===== config.mk =====
export PLATFORM = sky130hd
export DESIGN_NAME = pwm_param_adjuster
export DESIGN_NICKNAME = d
export VERILOG_FILES = /design/src/rtl/pwm_param_adjuster.sv
export SDC_FILE = /design/constraint.sdc
export NUM_CORES = 1
export LEC_CHECK = 0
export BUFFER_PORTS_ARGS = -buffer_cell sky130_fd_sc_hd__buf_2
export CORE_MARGIN = 2
export CORE_UTILIZATION = 60
export DETAILED_ROUTE_END_ITERATION = 6
export PLACE_DENSITY_LB_ADDON = 0.1
export SLEW_MARGIN = 10
export SYNTH_ARGS = -nofsm -noshare
export SYNTH_HDL_FRONTEND = slang
export SYNTH_SLANG_ARGS = --single-unit

===== constraint.sdc =====
create_clock -name CLK -period 4.2 [get_ports CLK]
set_input_delay 0.63 -clock CLK [delete_from_list [all_inputs] [get_ports CLK]]
set_output_delay 0.63 -clock CLK [all_outputs]
set_load 0.01 [all_outputs]

===== src/rtl/pwm_param_adjuster.sv =====
// -----------------------------------------------------------------------------
// pwm_param_adjuster
//
// Push-button parameter adjuster for PWM control. There are N_CH channels.
// Each channel holds one W-bit setting, such as a duty or a period count.
// Each channel has its own Inc and Dec buttons. Each button goes through
// three steps:
//   - a 2-FF synchroniser,
//   - a debouncer,
//   - a press-and-hold auto-repeat generator.
// The resulting step events move the setting within a per-channel
// [MIN, MAX] range. Each channel has its own STEP. The setting either
// saturates at the bounds or wraps around (WRAP).
//
// Ports
//   CLK      in   1        system clock
//   Rstn     in   1        synchronous reset, active low
//   Inc      in   N_CH     raw increment buttons, active low, asynchronous
//   Dec      in   N_CH     raw decrement buttons, active low, asynchronous
//   Value    out  N_CH*W   current settings, packed, ch0 in LSBs
//   Changed  out  N_CH     1-clock pulse when that channel's Value changed
//   AtMin    out  N_CH     Value == MIN for that channel
//   AtMax    out  N_CH     Value == MAX for that channel
//
// Latency from a clean raw press edge to the Value update is
// 2 (sync) + DB_CYCLES (debounce) + 1 (update) clocks.
// -----------------------------------------------------------------------------
module pwm_param_adjuster #(
   parameter int                N_CH      = 2,
   parameter int                W         = 24,
   parameter logic [N_CH*W-1:0] INIT_VEC  = {24'd50, 24'd250_000},
   parameter logic [N_CH*W-1:0] MIN_VEC   = {24'd0, 24'd0},
   parameter logic [N_CH*W-1:0] MAX_VEC   = {24'd100, 24'd500_000},
   parameter logic [N_CH*W-1:0] STEP_VEC  = {24'd10, 24'd50_000},
   parameter int                WRAP      = 0,
   parameter int                DB_CYCLES = 1_000_000,
   parameter int                RPT_DELAY = 25_000_000,
   parameter int                RPT_RATE  = 5_000_000
) (
   input  logic              CLK,
   input  logic              Rstn,
   input  logic [N_CH-1:0]   Inc,
   input  logic [N_CH-1:0]   Dec,
   output logic [N_CH*W-1:0] Value,
   output logic [N_CH-1:0]   Changed,
   output logic [N_CH-1:0]   AtMin,
   output logic [N_CH-1:0]   AtMax
);

   // Buttons are handled uniformly: indices [N_CH-1:0] are Inc and
   // indices [2*N_CH-1:N_CH] are Dec.
   localparam int NB       = 2 * N_CH;

   // The debounce counter only ever holds 0 .. DB_CYCLES-1.
   localparam int DB_W     = (DB_CYCLES > 1) ? $clog2(DB_CYCLES) : 1;
   localparam logic [DB_W-1:0] DB_LAST = DB_W'(DB_CYCLES - 1);

   // The hold counter counts clocks since the last event, up to the larger
   // of the first-repeat delay and the repeat interval.
   localparam int HOLD_MAX = (RPT_DELAY > RPT_RATE) ? RPT_DELAY : RPT_RATE;
   localparam int HC_W     = $clog2(HOLD_MAX + 1);
   localparam logic [HC_W-1:0] HOLD_FIRST = HC_W'(RPT_DELAY);
   localparam logic [HC_W-1:0] HOLD_RATE  = HC_W'(RPT_RATE);

   // Increment with bound handling. The sum is formed in W+1 bits, so a
   // setting near the top of the W-bit range cannot overflow silently.
   function automatic logic [W-1:0] step_up(input logic [W-1:0] v,
                                            input logic [W-1:0] lo,
                                            input logic [W-1:0] hi,
                                            input logic [W-1:0] st);
      logic [W:0] sum;
      sum = {1'b0, v} + {1'b0, st};
      if ((WRAP != 0) && (v == hi))
         return lo;
      if (sum > {1'b0, hi})
         return hi;
      return sum[W-1:0];
   endfunction

   // Decrement with bound handling. The floor test compares v against
   // lo+st in W+1 bits rather than forming v-st, which could underflow.
   function automatic logic [W-1:0] step_down(input logic [W-1:0] v,
                                              input logic [W-1:0] lo,
                                              input logic [W-1:0] hi,
                                              input logic [W-1:0] st);
      logic [W:0] floor_v;
      floor_v = {1'b0, lo} + {1'b0, st};
      if ((WRAP != 0) && (v == lo))
         return hi;
      if ({1'b0, v} < floor_v)
         return lo;
      return v - st;
   endfunction

   logic [NB-1:0] btn_raw;
   logic [NB-1:0] vld_p2;

   assign btn_raw = {Dec, Inc};

   for (genvar b = 0; b < NB; b++) begin : g_btn
      logic            sync_p0;
      logic            sync_p1;
      logic            pressed;     // debounced state, 1 = pressed
      logic [DB_W-1:0] db_cnt;
      logic            rpt_first;   // still waiting for the first repeat
      logic [HC_W-1:0] hold_cnt;    // clocks since the last event of this hold
      logic            evt_q;
      logic            differ;
      logic            flip;
      logic            hold_due;

      assign differ   = (~sync_p1) != pressed;
      assign flip     = differ && (db_cnt == DB_LAST);
      assign hold_due = hold_cnt == (rpt_first ? HOLD_FIRST : HOLD_RATE);

      always_ff @(posedge CLK) begin
         if (!Rstn) begin
            // The synchronisers restart as "released". This lets a button
            // that is held through reset show up later as a fresh press.
            sync_p0   <= 1'b1;
            sync_p1   <= 1'b1;
            pressed   <= 1'b0;
            db_cnt    <= '0;
            rpt_first <= 1'b0;
            hold_cnt  <= '0;
            evt_q     <= 1'b0;
         end else begin
            // ---- stage p0/p1: two-flop synchroniser ----
            sync_p0 <= btn_raw[b];
            sync_p1 <= sync_p0;

            // ---- stage p2: debounce and event generation ----
            // Any sample that agrees with the debounced state restarts
            // the stability count.
            if (!differ || flip)
               db_cnt <= '0;
            else
               db_cnt <= db_cnt + DB_W'(1);

            evt_q <= 1'b0;
            if (flip) begin
               pressed <= ~pressed;
               if (!pressed) begin
                  // Press: one immediate event, then arm the hold timer.
                  evt_q     <= 1'b1;
                  rpt_first <= 1'b1;
                  hold_cnt  <= HC_W'(1);
               end else begin
                  // Release: stop the repeat at once.
                  rpt_first <= 1'b0;
                  hold_cnt  <= '0;
               end
            end else if (pressed && (RPT_DELAY != 0)) begin
               if (hold_due) begin
                  evt_q     <= 1'b1;
                  rpt_first <= 1'b0;
                  hold_cnt  <= HC_W'(1);
               end else begin
                  hold_cnt  <= hold_cnt + HC_W'(1);
               end
            end
         end
      end

      assign vld_p2[b] = evt_q;
   end

   for (genvar c = 0; c < N_CH; c++) begin : g_ch
      localparam logic [W-1:0] C_INIT = INIT_VEC[c*W +: W];
      localparam logic [W-1:0] C_MIN  = MIN_VEC[c*W +: W];
      localparam logic [W-1:0] C_MAX  = MAX_VEC[c*W +: W];
      localparam logic [W-1:0] C_STEP = STEP_VEC[c*W +: W];

      logic         inc_vld;
      logic         dec_vld;
      logic [W-1:0] next_v;
      logic [W-1:0] value_p3;
      logic         chg_p3;

      assign inc_vld = vld_p2[c];
      assign dec_vld = vld_p2[N_CH + c];

      // Inc and Dec events that arrive in the same clock cancel each other.
      always_comb begin
         next_v = value_p3;
         if (inc_vld && !dec_vld)
            next_v = step_up(value_p3, C_MIN, C_MAX, C_STEP);
         else if (dec_vld && !inc_vld)
            next_v = step_down(value_p3, C_MIN, C_MAX, C_STEP);
      end

      // ---- stage p3: setting register and change pulse ----
      always_ff @(posedge CLK) begin
         if (!Rstn) begin
            value_p3 <= C_INIT;
            chg_p3   <= 1'b0;
         end else begin
            value_p3 <= next_v;
            chg_p3   <= next_v != value_p3;
         end
      end

      assign Value[c*W +: W] = value_p3;
      assign Changed[c]      = chg_p3;
      assign AtMin[c]        = value_p3 == C_MIN;
      assign AtMax[c]        = value_p3 == C_MAX;
   end

endmodule

# ---- Word level (Yosys, flattened, before mapping)
# Index checks and enable logic that the tools add are counted.
dict set report op_classes {
  magnitude_cmp 4
  bitwise_logic 9
  n_eq_ne 16
  add_sub_neg 12
  shifts 0
  n_reduce_logical 38
  mux 70
  div_mod_pow 0
  n_mul 0
}
# cell count
set op_table {}
lappend op_table {{25-bit two-way mux} 16}
lappend op_table {{24-bit two-way mux} 12}
lappend op_table {{25-bit by 1-bit adder with 25-bit output (second input constant)} 4}
lappend op_table {{25-bit equality test} 4}
lappend op_table {{20-bit by 1-bit adder with 20-bit output (second input constant)} 4}
lappend op_table {{20-bit equality test (second input constant)} 4}
lappend op_table {{24-bit zero test} 2}
lappend op_table {{24-bit inequality test} 2}
lappend op_table {{1-bit two-way mux} 42}
lappend op_table {{24-bit by 16-bit adder with 25-bit output (second input constant)} 1}
lappend op_table {{24-bit by 4-bit adder with 25-bit output (second input constant)} 1}
lappend op_table {{25-bit by 19-bit greater-than comparator with 1-bit output (second input constant)} 1}
lappend op_table {{25-bit by 7-bit greater-than comparator with 1-bit output (second input constant)} 1}
lappend op_table {{24-bit by 19-bit equality test with 1-bit output (second input constant)} 1}
lappend op_table {{24-bit by 7-bit equality test with 1-bit output (second input constant)} 1}
lappend op_table {{24-bit by 16-bit less-than comparator with 1-bit output (second input constant)} 1}
lappend op_table {{24-bit by 4-bit less-than comparator with 1-bit output (second input constant)} 1}
lappend op_table {{24-bit by 16-bit subtractor with 24-bit output (second input constant)} 1}
lappend op_table {{24-bit by 4-bit subtractor with 24-bit output (second input constant)} 1}
lappend op_table {{2-bit nonzero test} 8}
lappend op_table {{1-bit NOT} 9}
lappend op_table {{1-bit logical AND} 8}
lappend op_table {{1-bit zero test} 8}
lappend op_table {{2-bit AND reduction} 4}
lappend op_table {{other kinds (3)} 12}
dict set report totals {
  out_inout_bits 54
  in_bits 6
  rom_bits 0
  mem_bits_rw 0
  latch_bits 0
  memories 0
  regBits 250
  elab_cells 181
}

# ---- Depth between registers and ports, before layout
dict set report logic_depth {
  ltp_word 8
  depth_mapped 13
  ltp_nobuf 11
}

# ---- Worst setup path before layout
# Ideal clock, no wire load.
dict set report synth_path {
  path_type {register to register}
  from {register g_ch[0].value_p3[5]}
  to {register g_ch[0].chg_p3}
  stages_incl_launch_ff 14
  setup_slack_ns 1.170
  t_arrival_ns 2.905
  setup_ns 0.125
  path_cell_list {dfxtp_1 buf_2 inv_1 ha_1 clkbuf_1 inv_1 nand3_1 a21oi_1 o22ai_1 a311o_1 a21boi_2 o21a_1 mux2i_1 o41a_1}
}
dict set report synth_between {
  elab_chain_cells 8
  elab_cells_between_ends 14
  cone_classes {add/sub: 2; order compare: 2; eq/ne: 1; mux: 9}
}
# item line_no
set synth_lines {}
lappend synth_lines {{start: declaration} 177} ;# logic [W-1:0] value_p3;
lappend synth_lines {{start signal: assignment} 198} ;# value_p3 <= next_v;
lappend synth_lines {{parallel branches: the longest is 7 deep, another holds 24-bit by 16-bit adder with 25-bit output} --}
lappend synth_lines {{24-bit inequality test *} 199} ;# chg_p3 <= next_v != value_p3;
lappend synth_lines {{end signal: assignment} 199}
lappend synth_lines {{end: declaration} 178} ;# logic chg_p3;
# Every way passes the cells marked *. The select of a mux whose other input is x is not followed.
# A chain may end at the register's enable or synchronous reset.

# ---- Final worst setup path
# Same ends and word-level chain as after synthesis.

==> summary.md <==
| Metric | Value |
|---|---|
| Post-synth EDFFs | 0 |
| Max-Cap Viols | 0 |
| Hold Startpoint | Inc[1] |
| Final Wtd Congestion | 0.953 |
| Post-synth top cells | 272 x nor2_1, 250 x dfxtp_1, 149 x nand2_1 |
| Buf+Inv Stages, Crit Path | 0 |
| Fmax achieved | between 200 and 300 MHz |
| Antenna-violating nets left | 0 |
| Mapped Nets | 1,721 |
| Total congestion overflow | 0 |
| Top post-synthesis cells by area | dfxtp_1 37%, nor2_1 7.5%, xor2_1 6.7% |
| Initial Util | 0.615 |
| Slew HR | 0.307 |
| Post-Syn Area | between 10,000 and 15,000 sq um |
| Ant. Diodes | 0 |
| Unique masters post-synth | 94 |
| Routing usage on met2 | 0.439 |
| CP max stage delay | 520 ps |
| Post-CTS sizing | 0 |
| Capturing point of the worst reg2reg path | g_ch[0].chg_p3$_SDFF_PN0_ |
| RSZ-0062 raised after global routing | false |
| Crit path launch type | flip-flop |
| Design Power | slightly below 0.005 W |
| Initial antenna violation count | 0 |
| Crit path arrival time | 4090 ps |
| Share of cells above drive strength 1 | 0.0873 |
| Total Routing Usage GR | 0.265 |
| Clock slew at reported path FFs | 60 ps |
| RR Startpoint | g_ch[0].value_p3[5]$_SDFF_PN0_ |
| Most frequent cell after synthesis | nor2_1 |
| Fin cells | between 2,000 and 2,500 |
| Register area share after synthesis | 0.369 |
| Final Skew | just under 9 ps |
| Post-Synthesis Cells | 1,696 |
| CTS Sinks | 250 |
| Buffers on Ports | 59 |
| Busiest layer in global routing | met2 |
| Max Buffers Root-to-Sink | 3 |
| DP Cell Count | a little under 2,000 |
| H-tree levels | 1 |
| Pwr dens | 330 nW/um^2 |
| Row count | 54 |
| Largest net degree at the start of global routing | 44 |
| Async S/R FF share, synth | 0 |
| Hold WC Path Type | in -> reg |
| Hpwl dp | about 22 mm |
| First-pass GRT wire length | 54.2 mm |
| Hold Buf Count CTS | 0 |
| Tmin final | 3680 ps |
| DIE WIDTH | ~150 um |
| Critical Path Source | g_ch[0].value_p3[5]$_SDFF_PN0_ |
| Yosys warning total | 0 |
| CP max-delay cell | o21ai_1 |
| Hold EP | g_btn[1].sync_p0$_SDFF_PN1_ |
| Routed length per placed instance | 16.0 um |
| FF-to-FF setup slack | 520 ps |
| Vias per std cell | 6.00 |
| Status | completed |
| Met3 Use GR | 0.0401 |
| CP Cell Sequence | ha_1 -> o21ai_1 -> nand2_1 -> o41ai_1 -> o311ai_1 -> nor2_1 -> a21boi_2 -> o21a_1 -> mux2i_1 -> o41a_1 |
| CTS tree | yes |
| Synth Area per Inst | around 8.0 sq um |
| Die Ht | 154 um |
| Peak VDD IR | ~0.35 mV |
| Crit end category | flip-flop |
| Layout area overhead | 9.84% |
| Hold Path Depth | 2 |
| WL final | roughly 32 mm |
| CP Max Fanout | 14 |
| Worst-case reg-to-reg path depth | 10 |
| Root buffer cell | clkbuf_16 |
| Yosys top cell by area | dfxtp_1 |
| Leak | 5.38 nW |
| TritonRoute pass-1 iters | 5 |
| Die area | 23,800 sq um |
| Crit path kind | reg -> reg |
| Met1 usage | 0.358 |
| # Post-CTS Setup Buffers | 0 |
| Slew Limit Fails | 0 |
| Synth Flop Type | dfxtp_1 |
| Vias in the first global route | 11,249 |
| Filler Cell Count | 1,877 |
| Worst path top cell family by delay | compound AO/OA/AOI/OAI gates |
| Fin nets | 1,748 |
| Final setup viols | 0 |
| Placed cell areas | about 14,000 sq um |
| Final hold vios | 0 |
| Worst Tran Pin Value | 1040 ps |
| CP required | about 4600 ps |
| DR DRC count | 0 |
| Cell area after layout | 14,900 sq um |
| Ports | 60 |
| Core area | 22,000 sq um |
| Min Hold Slack | 280 ps |
| Final TNS setup | 0 ps |
| Clock latency on the worst-skew pair | 530 ps |
| Starting DRT DRC Count | 923 |
| Period utilisation layout | 0.876 |
| Yosys top cell area share | 0.369 |
| Vias | 12,139 |
| Num CTS Buffers | 27 |
| Flop and latch count out of synthesis | 250 |
## worst max-delay path by stage
stage | to | slack [ps] | cells after the start
floorplan | g_ch[0].chg_p3$_SDFF_PN0_ | 1170 | 13
global placement | g_ch[0].chg_p3$_SDFF_PN0_ | 710 | 10
detailed placement | g_ch[0].chg_p3$_SDFF_PN0_ | 660 | 10
CTS | g_ch[0].chg_p3$_SDFF_PN0_ | 620 | 10
global route | g_ch[0].chg_p3$_SDFF_PN0_ | 240 | 10
finish | g_ch[0].chg_p3$_SDFF_PN0_ | 520 | 10
## worst register-to-register path, delay by kind of cell, from the launching register on
kind	cells	cell delay, ps
compound gates	6	2190
flops	1	480
simple gates	2	400
fa+ha+maj	1	370
mux	1	110
## sequential cells by signal (all words and copies together), names as in the netlist
register and count:
g_btn.db_cnt 80, g_btn.evt_q 4, g_btn.hold_cnt 100, g_btn.pressed 4
g_btn.rpt_first 4, g_btn.sync_p0 4, g_btn.sync_p1 4, g_ch.chg_p3 2
g_ch.value_p3 48
## cells in the final DEF (no fill, tap or decap), drive strengths merged, types with 43 or more instances in the layout
cell | netlist | final
buf | 25 | 79
nor2 | 275 | 275
nor3 | 50 | 50
o21ai | 67 | 67
nand2 | 150 | 150
and3 | 53 | 53
a21oi | 71 | 71
xnor2 | 78 | 78
dfxtp | 250 | 250
nand3 | 90 | 90
inv | 44 | 46
nand4 | 43 | 43
xor2 | 104 | 104
## cell families after synthesis
kind of cell,after synthesis,share of synthesized area
multiplexers,10,0.00748
XOR/XNOR,182,0.118
AND/OR/NAND/NOR,833,0.312
adder cells (fa/ha/maj),19,0.0175
flip-flops,250,0.369
AO/OA/AOI/OAI,277,0.135
buffers and inverters,125,0.0415
## layer usage
metal	part of all wire	vias to the layer above
li1	-	6040
met1	0.45	5610
met2	0.45	420
met3	0.071	69
met4	0.025	0
met5	0	-
## metrics by stage
stage	setup WS, ps	utilization
final	521	0.676
after global routing	245	0.676
after CTS	617	0.676
after detailed placement	660	0.633
after global placement	713	0.633
after floorplan	1170	-
## final cells by class
cell class                 instances  area [sq um]  area share
clock buffer                      37           783      0.0526
clock inverter                    11           153      0.0103
inverter                          44           165      0.0111
multi-input combinational       1321          7990       0.536
sequential                       250          5000       0.336
tap                              280           350      0.0235
timing repair buffer              79           445      0.0299
## where the power goes
| group | switching [W] | internal [W] | total, W | leakage, nW |
|---|---|---|---|---|
| registers | 0.00000328 | 0.00238 | 0.00238 | 2.02 |
| clock network | 0.000972 | 0.00149 | 0.00246 | 0.451 |
| logic | 0.0000504 | 0.0000176 | 0.0000680 | 2.91 |
| total | 0.00103 | 0.00389 | 0.00491 | 5.38 |
(Power assumes the default switching activity.)
